### src/rtl/chunked_adder_seq_pkg.sv
// Shared definitions for the chunked wide adder: FSM state encoding and
// default operand/slice widths.
package adder_pkg;

    localparam int DEFAULT_WIDTH = 32;
    localparam int DEFAULT_SLICE = 8;

    typedef enum logic [1:0] {
        IDLE = 2'd0,
        RUN  = 2'd1,
        DONE = 2'd2
    } state_t;

    // Index counter width; never zero even when only one slice exists.
    function automatic int idx_width(input int nslice);
        return (nslice > 1) ? $clog2(nslice) : 1;
    endfunction

endpackage

### src/rtl/chunked_adder_seq_if.sv
// Operand request and result handshakes of the chunked adder.
// master drives operands and accepts results; slave is the adder itself.
interface chunked_adder_seq_if #(
    parameter int WIDTH = 32
) ();

    logic             in_valid;
    logic             in_ready;
    logic [WIDTH-1:0] a;
    logic [WIDTH-1:0] b;
    logic             cin;
    logic             out_valid;
    logic             out_ready;
    logic [WIDTH-1:0] sum;
    logic             cout;

    modport master (
        output in_valid, a, b, cin, out_ready,
        input  in_ready, out_valid, sum, cout
    );

    modport slave (
        input  in_valid, a, b, cin, out_ready,
        output in_ready, out_valid, sum, cout
    );

endinterface

### src/rtl/chunked_adder_seq_slice_adder.sv
// Narrow combinational ripple adder, one full adder per bit. Each stage
// keeps its own carry wire and reads the previous stage's carry by name,
// so the chain is a set of distinct nets rather than one self-feeding vector.
module slice_adder #(
    parameter int SLICE = 8
) (
    input  logic [SLICE-1:0] a,
    input  logic [SLICE-1:0] b,
    input  logic             cin,
    output logic [SLICE-1:0] sum,
    output logic             cout
);

    for (genvar gi = 0; gi < SLICE; gi++) begin : g_fa
        logic c_in;
        logic c_out;

        if (gi == 0) begin : g_first
            assign c_in = cin;
        end else begin : g_rest
            assign c_in = g_fa[gi-1].c_out;
        end

        assign sum[gi] = a[gi] ^ b[gi] ^ c_in;
        assign c_out   = (a[gi] & b[gi]) | (c_in & (a[gi] ^ b[gi]));
    end

    assign cout = g_fa[SLICE-1].c_out;

endmodule

### src/rtl/chunked_adder_seq.sv
// Multi-cycle wide adder: captures two WIDTH-bit operands, then walks one
// shared SLICE-bit adder across them LSB slice first, carrying through a
// register, and presents sum/cout until the consumer takes them.
// WIDTH must be an exact multiple of SLICE.
module chunked_adder_seq
    import adder_pkg::*;
#(
    parameter int WIDTH = DEFAULT_WIDTH,
    parameter int SLICE = DEFAULT_SLICE
) (
    input logic                clk,
    input logic                rst_n,
    chunked_adder_seq_if.slave bus
);

    localparam int NSLICE = WIDTH / SLICE;
    localparam int IDX_W  = idx_width(NSLICE);
    localparam logic [IDX_W-1:0] LAST_IDX = IDX_W'(NSLICE - 1);

    state_t           state_reg;
    state_t           state_next;
    logic [IDX_W-1:0] idx_reg;
    logic [WIDTH-1:0] a_reg;
    logic [WIDTH-1:0] b_reg;
    logic [WIDTH-1:0] sum_reg;
    logic [WIDTH-1:0] sum_next;
    logic             carry_reg;
    logic             cout_reg;

    logic [SLICE-1:0] a_chunk [NSLICE];
    logic [SLICE-1:0] b_chunk [NSLICE];
    logic [SLICE-1:0] slice_a;
    logic [SLICE-1:0] slice_b;
    logic [SLICE-1:0] slice_sum;
    logic             slice_cout;

    logic             accept;
    logic             last_slice;

    assign accept     = (state_reg == IDLE) && bus.in_valid;
    assign last_slice = (state_reg == RUN) && (idx_reg == LAST_IDX);

    // Split the captured operands into slice-sized chunks.
    for (genvar gi = 0; gi < NSLICE; gi++) begin : g_chunk
        assign a_chunk[gi] = a_reg[gi*SLICE +: SLICE];
        assign b_chunk[gi] = b_reg[gi*SLICE +: SLICE];
    end

    // Route the chunk selected by idx into the shared adder.
    always_comb begin
        slice_a = '0;
        slice_b = '0;
        for (int i = 0; i < NSLICE; i++) begin
            if (idx_reg == IDX_W'(i)) begin
                slice_a = a_chunk[i];
                slice_b = b_chunk[i];
            end
        end
    end

    slice_adder #(
        .SLICE (SLICE)
    ) u_slice (
        .a    (slice_a),
        .b    (slice_b),
        .cin  (carry_reg),
        .sum  (slice_sum),
        .cout (slice_cout)
    );

    // Merge this cycle's slice result into its position of the running sum.
    always_comb begin
        sum_next = sum_reg;
        for (int i = 0; i < NSLICE; i++) begin
            if (idx_reg == IDX_W'(i)) begin
                sum_next[i*SLICE +: SLICE] = slice_sum;
            end
        end
    end

    // FSM state register.
    always_ff @(posedge clk or negedge rst_n) begin
        if (!rst_n) begin
            state_reg <= IDLE;
        end else begin
            state_reg <= state_next;
        end
    end

    // FSM next-state: accept, walk every slice once, then hold until taken.
    always_comb begin
        state_next = state_reg;
        case (state_reg)
            IDLE:    if (bus.in_valid)        state_next = RUN;
            RUN:     if (idx_reg == LAST_IDX) state_next = DONE;
            DONE:    if (bus.out_ready)       state_next = IDLE;
            default:                          state_next = IDLE;
        endcase
    end

    // Datapath: capture operands on accept, then one slice per RUN cycle.
    always_ff @(posedge clk or negedge rst_n) begin
        if (!rst_n) begin
            idx_reg   <= '0;
            a_reg     <= '0;
            b_reg     <= '0;
            sum_reg   <= '0;
            carry_reg <= 1'b0;
            cout_reg  <= 1'b0;
        end else if (accept) begin
            a_reg     <= bus.a;
            b_reg     <= bus.b;
            carry_reg <= bus.cin;
            sum_reg   <= '0;
            idx_reg   <= '0;
        end else if (state_reg == RUN) begin
            sum_reg   <= sum_next;
            carry_reg <= slice_cout;
            // Wrap explicitly so a non-power-of-two slice count starts clean.
            idx_reg   <= last_slice ? '0 : idx_reg + 1'b1;
            if (last_slice) begin
                cout_reg <= slice_cout;
            end
        end
    end

    assign bus.in_ready  = (state_reg == IDLE);
    assign bus.out_valid = (state_reg == DONE);
    assign bus.sum       = sum_reg;
    assign bus.cout      = cout_reg;

endmodule
### src/flat_wrapper.sv
// flat-port wrapper written by rule: the top's interface ports become plain ports
module chunked_adder_seq_flat import adder_pkg::*;
#(
    parameter int WIDTH = DEFAULT_WIDTH,
    parameter int SLICE = DEFAULT_SLICE
)
  (clk, rst_n, bus_in_valid, bus_a, bus_b, bus_cin, bus_out_ready, bus_in_ready, bus_out_valid, bus_sum, bus_cout);
  chunked_adder_seq_if #(.WIDTH(WIDTH)) bus_i ();
  input logic clk;
  input logic rst_n;
  input wire logic [$bits(bus_i.in_valid)-1:0] bus_in_valid;
  input wire logic [$bits(bus_i.a)-1:0] bus_a;
  input wire logic [$bits(bus_i.b)-1:0] bus_b;
  input wire logic [$bits(bus_i.cin)-1:0] bus_cin;
  input wire logic [$bits(bus_i.out_ready)-1:0] bus_out_ready;
  output wire logic [$bits(bus_i.in_ready)-1:0] bus_in_ready;
  output wire logic [$bits(bus_i.out_valid)-1:0] bus_out_valid;
  output wire logic [$bits(bus_i.sum)-1:0] bus_sum;
  output wire logic [$bits(bus_i.cout)-1:0] bus_cout;
  assign bus_i.in_valid = bus_in_valid;
  assign bus_i.a = bus_a;
  assign bus_i.b = bus_b;
  assign bus_i.cin = bus_cin;
  assign bus_i.out_ready = bus_out_ready;
  assign bus_in_ready = bus_i.in_ready;
  assign bus_out_valid = bus_i.out_valid;
  assign bus_sum = bus_i.sum;
  assign bus_cout = bus_i.cout;
  chunked_adder_seq #(.WIDTH(WIDTH), .SLICE(SLICE)) u_core (.clk(clk), .rst_n(rst_n), .bus(bus_i));
endmodule
### config.mk
export PLATFORM = sky130hd
export DESIGN_NAME = chunked_adder_seq_flat
export DESIGN_NICKNAME = d
export VERILOG_FILES = /design/src/rtl/chunked_adder_seq_pkg.sv /design/src/rtl/chunked_adder_seq_if.sv /design/src/rtl/chunked_adder_seq_slice_adder.sv /design/src/rtl/chunked_adder_seq.sv /design/src/flat_wrapper.sv
export SDC_FILE = /design/constraint.sdc
export NUM_CORES = 1
export LEC_CHECK = 0
export ABC_AREA = 1
export ABC_CLOCK_PERIOD_IN_PS = 6200
export BUFFER_PORTS_ARGS = -buffer_cell sky130_fd_sc_hd__clkbuf_2
export CORE_MARGIN = 2
export CORE_UTILIZATION = 50
export CTS_BUF_LIST = sky130_fd_sc_hd__clkbuf_8 sky130_fd_sc_hd__clkbuf_16
export DETAILED_ROUTE_END_ITERATION = 12
export PLACE_DENSITY = 0.76
export SLEW_MARGIN = 15
export SYNTH_ARGS = -nofsm -noshare
export SYNTH_HDL_FRONTEND = slang
export SYNTH_SLANG_ARGS = --single-unit
### constraint.sdc
create_clock -name clk -period 6.2 [get_ports clk]
set_input_delay 0.31 -clock clk [delete_from_list [all_inputs] [get_ports clk]]
set_output_delay 0.31 -clock clk [all_outputs]
set_load 0.1 [all_outputs]
==> results.md, run 1 <==
* Slew HR at 0.528
* CTS clk-pin slew, worst paths at 110 ps
* Unrepaired setup endpoints after global routing: no
* Post-synthesis mux area share at 0
* Share of cells above drive strength 1 at 0.202
* Area grow syn2layout at 15.5%
* Post-synthesis adder-cell area fraction at 0.0448
* Initial antenna violation count at 0
* Setup Buffers After CTS at 0
* First drt pass iteration count at 5
* I/O pin cnt at 104
* H-Tree Level Count at 3
* Final Hold Fails at 0
* Initial core utilization at 0.513
* Min cycle time layout at 4900 ps
* Antenna viol nets, final at 0
* GR peak layer: met2
* YS warnings at 0
* Synth Area in Compound Gates at 0.0736
* Fmax at 204 MHz
* Rows at 35
* WL/cell at 14.8 um
* Post-DP HPWL at 8420 um
* Gr ovfl total at 0
* CTS tree: built
* Clock Tree Root: clkbuf_8
* WL final at 11,400 um
* CTS Sinks at 102
* Most common cell after layout, fill and taps aside: nand2_1
* 1st-iter DRT viols at 197
* Crit path DAT at 5210 ps
* Post-Synth Simple-Gate Area at 0.288
* Die X at 101 um
* Setup_tns at 0 ps
* Core footprint at 9150 um^2
* ANT cells at 0
* CP Data Required Time at 6510 ps
* Resize count post-CTS at 0
* DRC viols at 0
* Number of vias per cell at 5.04
* Final nets at 736
* Clk_skew at 17.3 ps
* Commonest non-fill, non-tap cells in the layout: nand2_1, clkbuf_2, dfrtp_1
* Total CTS buffers at 9
* CP endpoint kind: flip-flop
* Setup CP Type: flip-flop to flip-flop
* Seq cells post-synth at 102
* Largest family of logic cells by synthesized area: simple AND/OR/NAND/NOR gates
* Least-Margin Pin Slew at 707 ps
* Vias in the first global route at 3,915
* Met3 usage at 0.0374
* Synth Cell Area at 4690 um^2
* Largest net degree at the start of global routing at 77
* GP Congestion at 0.839
* Mapped Cells at 566
* First-pass GRT wire length at 19,000 um
* Clk Latency, worst-skew pair at 380 ps
* Xor/xnor cell area share of the yosys netlist at 0
* WHS at 111 ps
* Met2 Use GR at 0.389
* Post-synthesis sequential area ratio at 0.544
* Via Count at 3,885
* Post-synthesis cell type count at 25
* GRT Util Overall at 0.241
* # setup viols final at 0
* Bufs on Longest Clock Path at 2
* Max Fanout on Critical Path at 19
* Die area at 10,200 um^2
* Status: complete, no violations
* Chip height at 101 um
* Final critical-path share of the clock period at 0.791
* Port bufs at 103
* Syn Nets at 647
* MaxCap Viol Count at 0
* Hold Path Class: input port to flip-flop
* Startpoint Class: flip-flop
* Max-slew violation count at 0
* Grt met1 use at 0.329
* Syn Area/Cell at 8.29 um^2
==> path summary, 6_finish.rpt <==
| check | start | end | slack (ps) | depth (start not counted) |
|---|---|---|---|---|
| worst max-delay path | u_core.idx_reg[1] | u_core.bus.sum[23] | 1300 | 19 |
| worst min-delay path | bus_out_ready | u_core.state_reg[1] | 110 | 2 |
| worst max register to register | u_core.idx_reg[1] | u_core.bus.sum[23] | 1300 | 19 |
| worst min register to register | u_core.a_reg[20] | u_core.a_reg[20] | 490 | 2 |
| max in group asynchronous | rst_n | u_core.b_reg[16] | 4640 | 3 |
| min in group asynchronous | rst_n | u_core.a_reg[12] | 490 | 2 |
==> layout make-up <==
type / instances / area, um^2
multi-input cells: 414 / 1910
well taps: 111 / 139
flip-flops and latches: 102 / 2550
clock buffers: 9 / 124
fillers: 847 / 3730
clock inverters: 7 / 63.8
repair buffers: 108 / 558
inverters: 20 / 77.6
==> routing by layer <==
metal  up-vias  wire [um]  part of all wire
met5         -          0                 0
met1      1785       5250              0.46
li1       1961          -                 -
met3        22        528             0.046
met4         0        297             0.026
met2       117       5360              0.47
==> synth_stat cells, drive strengths merged <==
master  count  area (um^2)
a21boi      3         22.5
a21oi      23          115
buf        27          146
clkbuf      3         11.3
clkinv      1         3.75
dfrtp     102         2550
fa          8          160
ha          4         50.1
inv        19         73.8
nand2     262         1000
nand3      44          220
nor2       28          124
o21ai      40          200
o31ai       1         7.51
or2         1         6.26
==> what timing repair did <==
action,4_1_cts,5_1_grt
endpoints found under the hold margin,48,0
setup endpoints to repair,0,0
hold buffers,1,0
==> critical path, cell delays in order, from the launching register on <==
cell,delay [ps]
dfrtp_1,430
inv_1,100
ha_1,550
nor2_1,240
nand2_1,100
nand2_1,50
nand2_1,60
nand2_1,70
fa_1,440
fa_1,390
fa_1,390
fa_1,390
fa_1,400
inv_1,80
fa_1,180
fa_1,170
inv_1,50
fa_1,470
nand2_1,100
o21ai_1,180
==> stage by stage <==
step / cell area (um^2) / std cells / utilization / worst slack, ps
after global routing: 5420 / 771 / 0.592 / 911
after detailed placement: 5220 / 754 / 0.571 / 1320
after CTS: 5420 / 771 / 0.592 / 1300
after floorplan: 4690 / 566 / - / 1800
final: 5420 / 771 / 0.592 / 1300
after global placement: 5220 / 754 / 0.571 / 1460
==> cells by family after synthesis <==
| kind of cell | after synthesis |
|---|---|
| AOI/OAI and AO/OA | 67 |
| adders and majority gates | 12 |
| buffers and inverters | 50 |
| DFF | 102 |
| and+or+nand+nor | 335 |
Power of run 1 is not shown: default switching activity piles up to over one toggle a cycle in this logic, so the estimate is an artifact.
==> inputs of run 2 (changes only) <==
ABC_CLOCK_PERIOD_IN_PS = 4400   (was 6200)
CORE_UTILIZATION = 49   (was 50)
PLACE_DENSITY = 0.78   (was 0.76)
clock period = 4.4 ns   (was 6.2 ns; I/O delays follow)
==> results.md, run 2 (synthesis results as in run 1) <==
* CTS clk-pin slew, worst paths at 100 ps (about the same)
* Slew HR at 0.312 (-0.217)
* Fmax at 235 MHz (+15%)
* Largest net degree at the start of global routing at 101 (+31%)
* Antenna viol nets, final at 0 (unchanged)
* Initial antenna violation count at 0 (unchanged)
* Least-Margin Pin Slew at 1030 ps (+325 ps)
* Vias in the first global route at 3,954 (+1.0%)
* Max-slew violation count at 0 (unchanged)
* CP endpoint kind: flip-flop
* CTS Sinks at 102 (unchanged)
* I/O pin cnt at 104 (unchanged)
* Total CTS buffers at 9 (unchanged)
* Bufs on Longest Clock Path at 2 (unchanged)
* Startpoint Class: flip-flop
* Placed inst area at 5310 um^2 (+1.6%)
* Final Core Density at 0.604 (+0.0114)
* GRT Util Overall at 0.235 (-0.00600)
* Finished layout cell area at 5610 um^2 (+3.4%)
* Gr ovfl total at 0 (unchanged)
* Post-DP HPWL at 8230 um (-2.3%)
* CP Data Required Time at 4690 ps (-1820 ps)
* 1st-iter DRT viols at 244 (+24%)
* Family with the most delay on the worst path: adder cells
* Crit path DAT at 4550 ps (-660 ps)
* Via Count at 4,080 (+5.0%)
* Status: complete, no violations
* Crit path buf inv count at 3 (unchanged)
* Hold Path Class: input port to flip-flop
* Chip height at 102 um (+0.98%)
* Number of vias per cell at 5.08 (+0.83%)
* Clock Tree Root: clkbuf_8
* Worst path cell trace: buf_4 -> ha_4 -> a21oi_1 -> nand2_1 -> nand2_1 -> nand2_1 -> fa_1 -> fa_2 -> fa_2 -> fa_2 -> fa_1 -> inv_1 -> fa_1 -> fa_2 -> inv_1 -> fa_1 -> nand2_2 -> o21ai_1
* ANT cells at 0 (unchanged)
* GP Congestion at 0.891 (+6.2%)
* Final Hold Fails at 0 (unchanged)
* Min cycle time layout at 4260 ps (-645 ps)
* CP max-delay cell: fa_1
* # setup viols final at 0 (unchanged)
* Rows at 35 (unchanged)
* WL final at 11,700 um (+2.1%)
* Share of cells above drive strength 1 at 0.239 (+0.0374)
* Commonest non-fill, non-tap cells in the layout: nand2_1, clkbuf_2, dfrtp_1
* Max Fanout on Critical Path at 5 (-14)
* First drt pass iteration count at 5 (unchanged)
* Final critical-path share of the clock period at 0.968 (+0.177)
* CP max stage delay at 490 ps (-60 ps)
* Clk Latency, worst-skew pair at 370 ps (about the same)
* WL/cell at 14.5 um (-2.0%)
* Core footprint at 9280 um^2 (+1.4%)
* DRC viols at 0 (unchanged)
* Final nets at 750 (+1.9%)
* Initial core utilization at 0.506 (-0.00726)
* Area grow syn2layout at 19.4%
* First-pass GRT wire length at 19,000 um (about the same)
* Die area at 10,400 um^2 (+2.0%)
* Most common cell after layout, fill and taps aside: nand2_1
* Clk_skew at 13.0 ps (-4.30 ps)
* MaxCap Viol Count at 0 (unchanged)
* H-Tree Level Count at 3 (unchanged)
* Die X at 102 um (+0.98%)
* Setup CP Type: flip-flop to flip-flop
* CTS tree: built
* Port bufs at 103 (unchanged)
[run 2: area by class of cell]
class | count | area [um^2]
fillers | 848 | 3680
flip-flops and latches | 102 | 2550
multi-input cells | 414 | 1960
repair buffers | 122 | 663
well taps | 129 | 161
clock buffers | 10 | 138
inverters | 20 | 80.1
clock inverters | 6 | 52.6
[run 2: metal layers]
metal,part of all wire,GRT usage,vias to the layer above
met1,0.44,0.328,1889
met3,0.067,0.0328,27
met4,0.024,0.0800,0
met2,0.47,0.383,174
li1,-,-,1990
met5,0,0,-
[run 2: path summary, 6_finish.rpt]
check / from / end / slack (ps) / depth (start not counted)
worst min register to register: u_core.b_reg[21] / u_core.b_reg[21] / 500 / 2
min in group asynchronous: rst_n / u_core.a_reg[13] / 450 / 2
worst max-delay path: u_core.idx_reg[1] / u_core.bus.sum[31] / 140 / 18
worst max register to register: u_core.idx_reg[1] / u_core.bus.sum[31] / 140 / 18
worst min-delay path: bus_out_ready / u_core.state_reg[1] / 30 / 2
max in group asynchronous: rst_n / u_core.bus.sum[11] / 2890 / 3
[run 2: metrics by stage]
| stage | setup slack (ps) | setup TNS (ps) | cells | hold slack [ps] |
|---|---|---|---|---|
| after detailed placement | -91.2 | -349 | 780 | 326 |
| final | 143 | 0 | 803 | 34.8 |
| after global placement | 61.4 | 0 | 780 | 317 |
| after CTS | 14.9 | 0 | 800 | 24.3 |
| after global routing | -25.2 | -73.4 | 803 | 30.1 |
| after floorplan | 4.30 | 0 | 566 | -75.6 |
[run 2: repair_timing]
action | in CTS | in global routing
hold buffers | 1 | 0
pin swaps | 1 | 3
hold endpoints to repair | 56 | 0
setup buffers | 3 | 3
resized for setup | 5 | 12
setup endpoints to repair | 4 | 9
[run 2: worst reg2reg max path, cell delays in order, from the launching register on]
cell and delay [ps]:
dfrtp_1 420, buf_4 160, ha_4 170, a21oi_1 130, nand2_1 80, nand2_1 60
nand2_1 70, fa_1 430, fa_2 350, fa_2 350, fa_2 340, fa_1 360
inv_1 80, fa_1 170, fa_2 190, inv_1 50, fa_1 490, nand2_2 90
o21ai_1 180
Power of run 2 is left out for the same reason.
